**src/rtl/mcu_port_arbiter.sv**
```systemverilog
// Memory-controller port arbiter: the cache has priority (bounded by a starvation limit),
// DMA channels rotate round-robin, and read grants are held through the data beat window.
module mcu_port_arbiter #(
    parameter int NUM_DMA    = 2,
    parameter int READ_BEATS = 4,
    parameter int STARVE_MAX = 3
) (
    input  logic                   MCU_CLK,
    input  logic                   RST,
    input  logic                   c_req,
    input  logic                   c_we,
    input  logic [31:0]            c_addr,
    input  logic [31:0]            c_wdata,
    output logic                   c_grant,
    output logic                   c_ack,
    input  logic [NUM_DMA-1:0]     d_req,
    input  logic [NUM_DMA-1:0]     d_we,
    input  logic [32*NUM_DMA-1:0]  d_addr,
    input  logic [32*NUM_DMA-1:0]  d_wdata,
    output logic [NUM_DMA-1:0]     d_grant,
    output logic [NUM_DMA-1:0]     d_ack,
    output logic [31:0]            mem_addr,
    output logic                   mem_we,
    output logic                   mem_do_act,
    output logic [31:0]            mem_dataintomem,
    input  logic                   mem_ack
);
    localparam int RRW = (NUM_DMA > 1) ? $clog2(NUM_DMA) : 1;
    localparam int BW  = (READ_BEATS > 1) ? $clog2(READ_BEATS) : 1;
    localparam int SW  = $clog2(STARVE_MAX + 1);

    localparam logic [1:0] ST_IDLE = 2'd0;
    localparam logic [1:0] ST_OWN  = 2'd1;
    localparam logic [1:0] ST_HOLD = 2'd2;
    localparam logic [1:0] ST_GAP  = 2'd3;

    logic [1:0]               state_q, state_d;
    logic                     c_grant_q, c_grant_d;
    logic [NUM_DMA-1:0]       d_grant_q, d_grant_d;
    logic                     c_ack_q, c_ack_d;
    logic [NUM_DMA-1:0]       d_ack_q, d_ack_d;
    logic [RRW-1:0]           rr_q, rr_d;
    logic [SW-1:0]            starve_q, starve_d;
    logic [BW-1:0]            beat_q, beat_d;

    logic [NUM_DMA-1:0][31:0] d_addr_a, d_wdata_a;
    logic                     any_dreq, cache_wins;
    logic                     owner_req, owner_we;
    logic [RRW-1:0]           rr_pick, rr_nxt;
    logic [NUM_DMA-1:0]       rr_onehot;
    logic                     rr_hit;

    assign d_addr_a  = d_addr;
    assign d_wdata_a = d_wdata;
    assign any_dreq  = |d_req;
    assign cache_wins = c_req && ((starve_q < SW'(STARVE_MAX)) || !any_dreq);

    assign owner_req = c_grant_q ? c_req : |(d_grant_q & d_req);
    assign owner_we  = c_grant_q ? c_we  : |(d_grant_q & d_we);

    // Round-robin: lowest requesting channel at or above the pointer, else lowest overall.
    always_comb begin
        rr_pick = '0;
        rr_hit  = 1'b0;
        for (int i = NUM_DMA - 1; i >= 0; i--) begin
            if (d_req[i] && (RRW'(i) >= rr_q)) begin
                rr_pick = RRW'(i);
                rr_hit  = 1'b1;
            end
        end
        if (!rr_hit) begin
            for (int i = NUM_DMA - 1; i >= 0; i--) begin
                if (d_req[i]) rr_pick = RRW'(i);
            end
        end
        rr_onehot = '0;
        rr_onehot[rr_pick] = 1'b1;
        rr_nxt = (rr_pick == RRW'(NUM_DMA - 1)) ? '0 : rr_pick + 1'b1;
    end

    always_comb begin
        state_d   = state_q;
        c_grant_d = c_grant_q;
        d_grant_d = d_grant_q;
        rr_d      = rr_q;
        starve_d  = starve_q;
        beat_d    = beat_q;
        c_ack_d   = 1'b0;
        d_ack_d   = '0;
        case (state_q)
            ST_IDLE: begin
                if (cache_wins) begin
                    c_grant_d = 1'b1;
                    state_d   = ST_OWN;
                    if (!any_dreq)                          starve_d = '0;
                    else if (starve_q != SW'(STARVE_MAX))   starve_d = starve_q + 1'b1;
                end else if (any_dreq) begin
                    d_grant_d = rr_onehot;
                    rr_d      = rr_nxt;
                    starve_d  = '0;
                    state_d   = ST_OWN;
                end
            end
            ST_OWN: begin
                // An ack coinciding with a request drop still completes the transfer.
                if (mem_ack) begin
                    c_ack_d = c_grant_q;
                    d_ack_d = d_grant_q;
                    if (!owner_we) begin
                        state_d = ST_HOLD;
                        beat_d  = BW'(READ_BEATS - 1);
                    end else begin
                        state_d   = ST_GAP;
                        c_grant_d = 1'b0;
                        d_grant_d = '0;
                    end
                end else if (!owner_req) begin
                    state_d   = ST_GAP;
                    c_grant_d = 1'b0;
                    d_grant_d = '0;
                end
            end
            ST_HOLD: begin
                if (beat_q == '0) begin
                    state_d   = ST_GAP;
                    c_grant_d = 1'b0;
                    d_grant_d = '0;
                end else begin
                    beat_d = beat_q - 1'b1;
                end
            end
            default: begin
                state_d   = ST_IDLE;
                c_grant_d = 1'b0;
                d_grant_d = '0;
            end
        endcase
    end

    always_ff @(posedge MCU_CLK) begin
        if (RST) begin
            state_q   <= ST_IDLE;
            c_grant_q <= 1'b0;
            d_grant_q <= '0;
            c_ack_q   <= 1'b0;
            d_ack_q   <= '0;
            rr_q      <= '0;
            starve_q  <= '0;
            beat_q    <= '0;
        end else begin
            state_q   <= state_d;
            c_grant_q <= c_grant_d;
            d_grant_q <= d_grant_d;
            c_ack_q   <= c_ack_d;
            d_ack_q   <= d_ack_d;
            rr_q      <= rr_d;
            starve_q  <= starve_d;
            beat_q    <= beat_d;
        end
    end

    // Owner mux; zero when nobody holds the port.
    always_comb begin
        mem_addr        = '0;
        mem_we          = 1'b0;
        mem_dataintomem = '0;
        if (c_grant_q) begin
            mem_addr        = c_addr;
            mem_we          = c_we;
            mem_dataintomem = c_wdata;
        end else begin
            for (int i = 0; i < NUM_DMA; i++) begin
                if (d_grant_q[i]) begin
                    mem_addr        = mem_addr | d_addr_a[i];
                    mem_we          = mem_we | d_we[i];
                    mem_dataintomem = mem_dataintomem | d_wdata_a[i];
                end
            end
        end
    end

    assign mem_do_act = (state_q == ST_OWN) && owner_req;
    assign c_grant    = c_grant_q;
    assign d_grant    = d_grant_q;
    assign c_ack      = c_ack_q;
    assign d_ack      = d_ack_q;

endmodule

```
**config.mk**
```make
export PLATFORM = sky130hd
export DESIGN_NAME = mcu_port_arbiter
export DESIGN_NICKNAME = d
export VERILOG_FILES = /design/src/rtl/mcu_port_arbiter.sv
export SDC_FILE = /design/constraint.sdc
export NUM_CORES = 1
export LEC_CHECK = 0
export ABC_AREA = 1
export BUFFER_PORTS_ARGS = -buffer_cell sky130_fd_sc_hd__buf_2
export CAP_MARGIN = 5
export CORE_AREA = 10 10 98 100
export CTS_BUF_LIST = sky130_fd_sc_hd__clkbuf_4
export CTS_CLUSTER_DIAMETER = 100
export CTS_CLUSTER_SIZE = 12
export DETAILED_ROUTE_END_ITERATION = 12
export DIE_AREA = 0 0 108 110
export GPL_TIMING_DRIVEN = 0
export PLACE_DENSITY_LB_ADDON = 0.25
export REMOVE_ABC_BUFFERS = 1
export SYNTH_ARGS = -nofsm -noshare
export SYNTH_HDL_FRONTEND = slang
export SYNTH_SLANG_ARGS = --single-unit
```
**constraint.sdc**
```tcl
create_clock -name MCU_CLK -period 1.41 [get_ports MCU_CLK]
set_input_delay 0.0705 -clock MCU_CLK [delete_from_list [all_inputs] [get_ports MCU_CLK]]
set_output_delay 0.0705 -clock MCU_CLK [all_outputs]
set_load 0.02 [all_outputs]
```
==> results.md <==
- Final setup margin: -0.0725 ns
- Die width: 108 um
- Setup slack, reg-to-reg: -0.05 ns
- Status: finished, violations left
- Syn Area/Cell: between 4 and 5 um2
- Max Cap Viol: 0
- Worst r2r src: c_grant
- First-pass GRT wire length: about 21000 um
- Num ports: roughly 270
- Most common cell after layout, fill and taps aside: buf_2
- Peak supply drop: 1110 uV
- All-Layer GR Usage: 22.4%
- Max Slew Vio Count: 0
- Mapped Cells: 407
- Mean routed wirelength per cell: around 20 um
- Worst Max-Slew Pin Slew: 0.252 ns
- Syn. warnings: 0
- Pleak: 0.00229 uW
- Min-Delay Path Class: in2reg
- Post-DP Area: approximately 0.0034 mm2
- First drt pass iteration count: 5
- Die H: 110 um
- # setup viols final: 37
- Largest net degree at the start of global routing: 43
- Layout cells sized above 1: 54.3%
- Final HPWL DP: 11000 um
- Synthesized area: 0.00203 mm2
- Syn-to-layout area delta: 117%
- DRC: 0
- Congestion Overflow GR: 0
- Die ar.: about 0.012 mm2
- Relative slew margins: 83.1%
- CP Launch Point: c_grant
- Layout Utilization: between 50% and 60%
- Worst reg2reg endpoint: beat_q[0]
- DRT iter0 DRCs: 280
- Vias in the first global route: around 3.6k
- Inserted Clock Buffers: 3
- Worst Path Max Fanout: 6
- Nets: between 800 and 900
- Worst Path Arrival: 1.41 ns
- Vias: a little under 4k
- Worst hold margin: 0.0897 ns
- Starting Density: 26.5%
- Clock buffer depth: 2
- Sequential cell area fraction in the yosys report: between 10 and 15%
- GP Congestion: 0.938
- CP Class: reg2out
- Worst-Skew Late Latency: 0.29 ns
- Hold Violations, Final: 0
- Req. time, crit path: 1.34 ns
- CTS Sinks: 13
- Drt total wl: 16000 um
- Violated checks: setup timing
- H-tree depth: 1
- Clock slew seen by the registers of the worst setup and hold paths: 0.08 ns
- Post-synth cell types: 19
- Worst Reg-to-Reg Cells: 7
- CTS root buffer: clkbuf_4
- Number of antenna violations at the first check in global routing: 3
- Core area: 0.00765 mm2
- CP Launch Type: register
- Crit share post-route: 105%
- Commonest non-fill, non-tap cells in the layout: buf_2 (213), a21oi_1 (105), nand2_1 (93)
- Tot Pwr: 10900 uW
- Fmax: 675 MHz
- CTS tree: built
- Rows: 32
- Worst Skew: 0.00250 ns
- Unrepaired setup endpoints after global routing: true
- Crit path to: mem_addr[11]
- Worst setup EP type: output port
- Fin area: 0.00441 mm2
- Final min period: 1.48 ns
- I/O Buffers: 272
- Fillers: ~750
- Seq cells post-synth: 13
- Vias/cell: 4.91
- Pwr per Cell Area: about 2500 mW/mm2
- Number of routed nets with antenna violations: 0
-- layout make-up --
| class | instances | area, um2 | area share, % |
|---|---|---|---|
| timing repair buffer | 303 | 2040 | 46.3 |
| multi-input combinational | 344 | 1800 | 40.8 |
| sequential | 13 | 277 | 6.28 |
| tap | 102 | 128 | 2.90 |
| inverter | 21 | 97.6 | 2.22 |
| timing repair inverter | 2 | 31.3 | 0.710 |
| clock buffer | 4 | 30.0 | 0.682 |
| antenna | 3 | 7.51 | 0.170 |
-- how the worst min path moves through the flow --
| stage | startpoint | end | slack [ns] | cells after the start |
|---|---|---|---|---|
| after floorplan | RST | starve_q[1] | 0.14 | 1 |
| after global placement | RST | starve_q[1] | 0.27 | 2 |
| after detailed placement | RST | starve_q[1] | 0.27 | 2 |
| after CTS | c_req | starve_q[1] | 0.09 | 3 |
| after global routing | c_req | starve_q[1] | 0.10 | 3 |
| final | c_req | starve_q[1] | 0.09 | 3 |
-- timing repair --
item / CTS / global route
endpoints found under the hold margin: 2 / 0
resized for setup: 58 / 109
setup buffers: 10 / 10
endpoints found under the setup margin: 75 / 75
hold buffers: 1 / 0
cloned: 5 / 4
pin swaps: 2 / 12
-- critical path, cell delays in order, from the launching register on --
cell	delay (ns)
dfxtp_4	0.42
buf_16	0.19
buf_4	0.14
a21oi_2	0.04
a21oi_4	0.18
buf_6	0.16
-- through the flow --
stage / setup slack, ns / setup TNS [ns] / instances
floorplan: -1.74 / -99.25 / 378
global placement: -2.94 / -194.13 / 752
detailed placement: -1.19 / -55.99 / 755
CTS: -0.0564 / -1.17 / 775
global route: -0.136 / -4.72 / 791
finish: -0.0725 / -0.606 / 792
-- power by group --
group / total, uW / switching (uW) / internal (uW)
clock network: 264 / 135 / 129
registers: 685 / 166 / 518
logic: 9930 / 5720 / 4220
total: 10900 / 6020 / 4860
-- Yosys cell counts --
library cell,instances,area share (%)
nor3_1,1,0.25
a22oi_1,1,0.37
nor2_1,85,16
nand4_1,1,0.31
nand2_1,102,19
buf_2,24,5.9
nand3_1,7,1.7
a21oi_1,131,32
ha_1,6,3.7
inv_1,19,3.5
dfxtp_1,13,13
inv_2,1,0.19
clkinv_1,1,0.19
clkbuf_1,5,0.93
a221o_1,1,0.49
o21ai_0,6,1.5
nand3_2,1,0.49
or2_0,1,0.31
or2_1,1,0.31
-- routing by layer --
| metal | track usage [%] | part of all wire [%] |
|---|---|---|
| met1 | 26.4 | 36 |
| met2 | 39.7 | 53 |
| met3 | 4.53 | 8.2 |
| met4 | 7.63 | 2.5 |
| met5 | 0 | 0 |
-- sequential cells by signal (all words and copies together), names as in the netlist --
name	cells
beat_q	2
c_ack	1
d_ack	2
d_grant	2
state_q	2
starve_q	2
c_grant	1
rr_q	1
-- cell families (layout without fill, tap and decap cells) --
logic type	after synthesis	in the layout	synth area share (%)
adders and majority gates	6	6	3.70
and+or+nand+nor	199	199	38.0
buffers and inverters	50	330	10.7
other	0	3	0
AOI/OAI and AO/OA	139	139	34.7
DFF	13	13	12.8
Power figures use the tool's default switching activity.
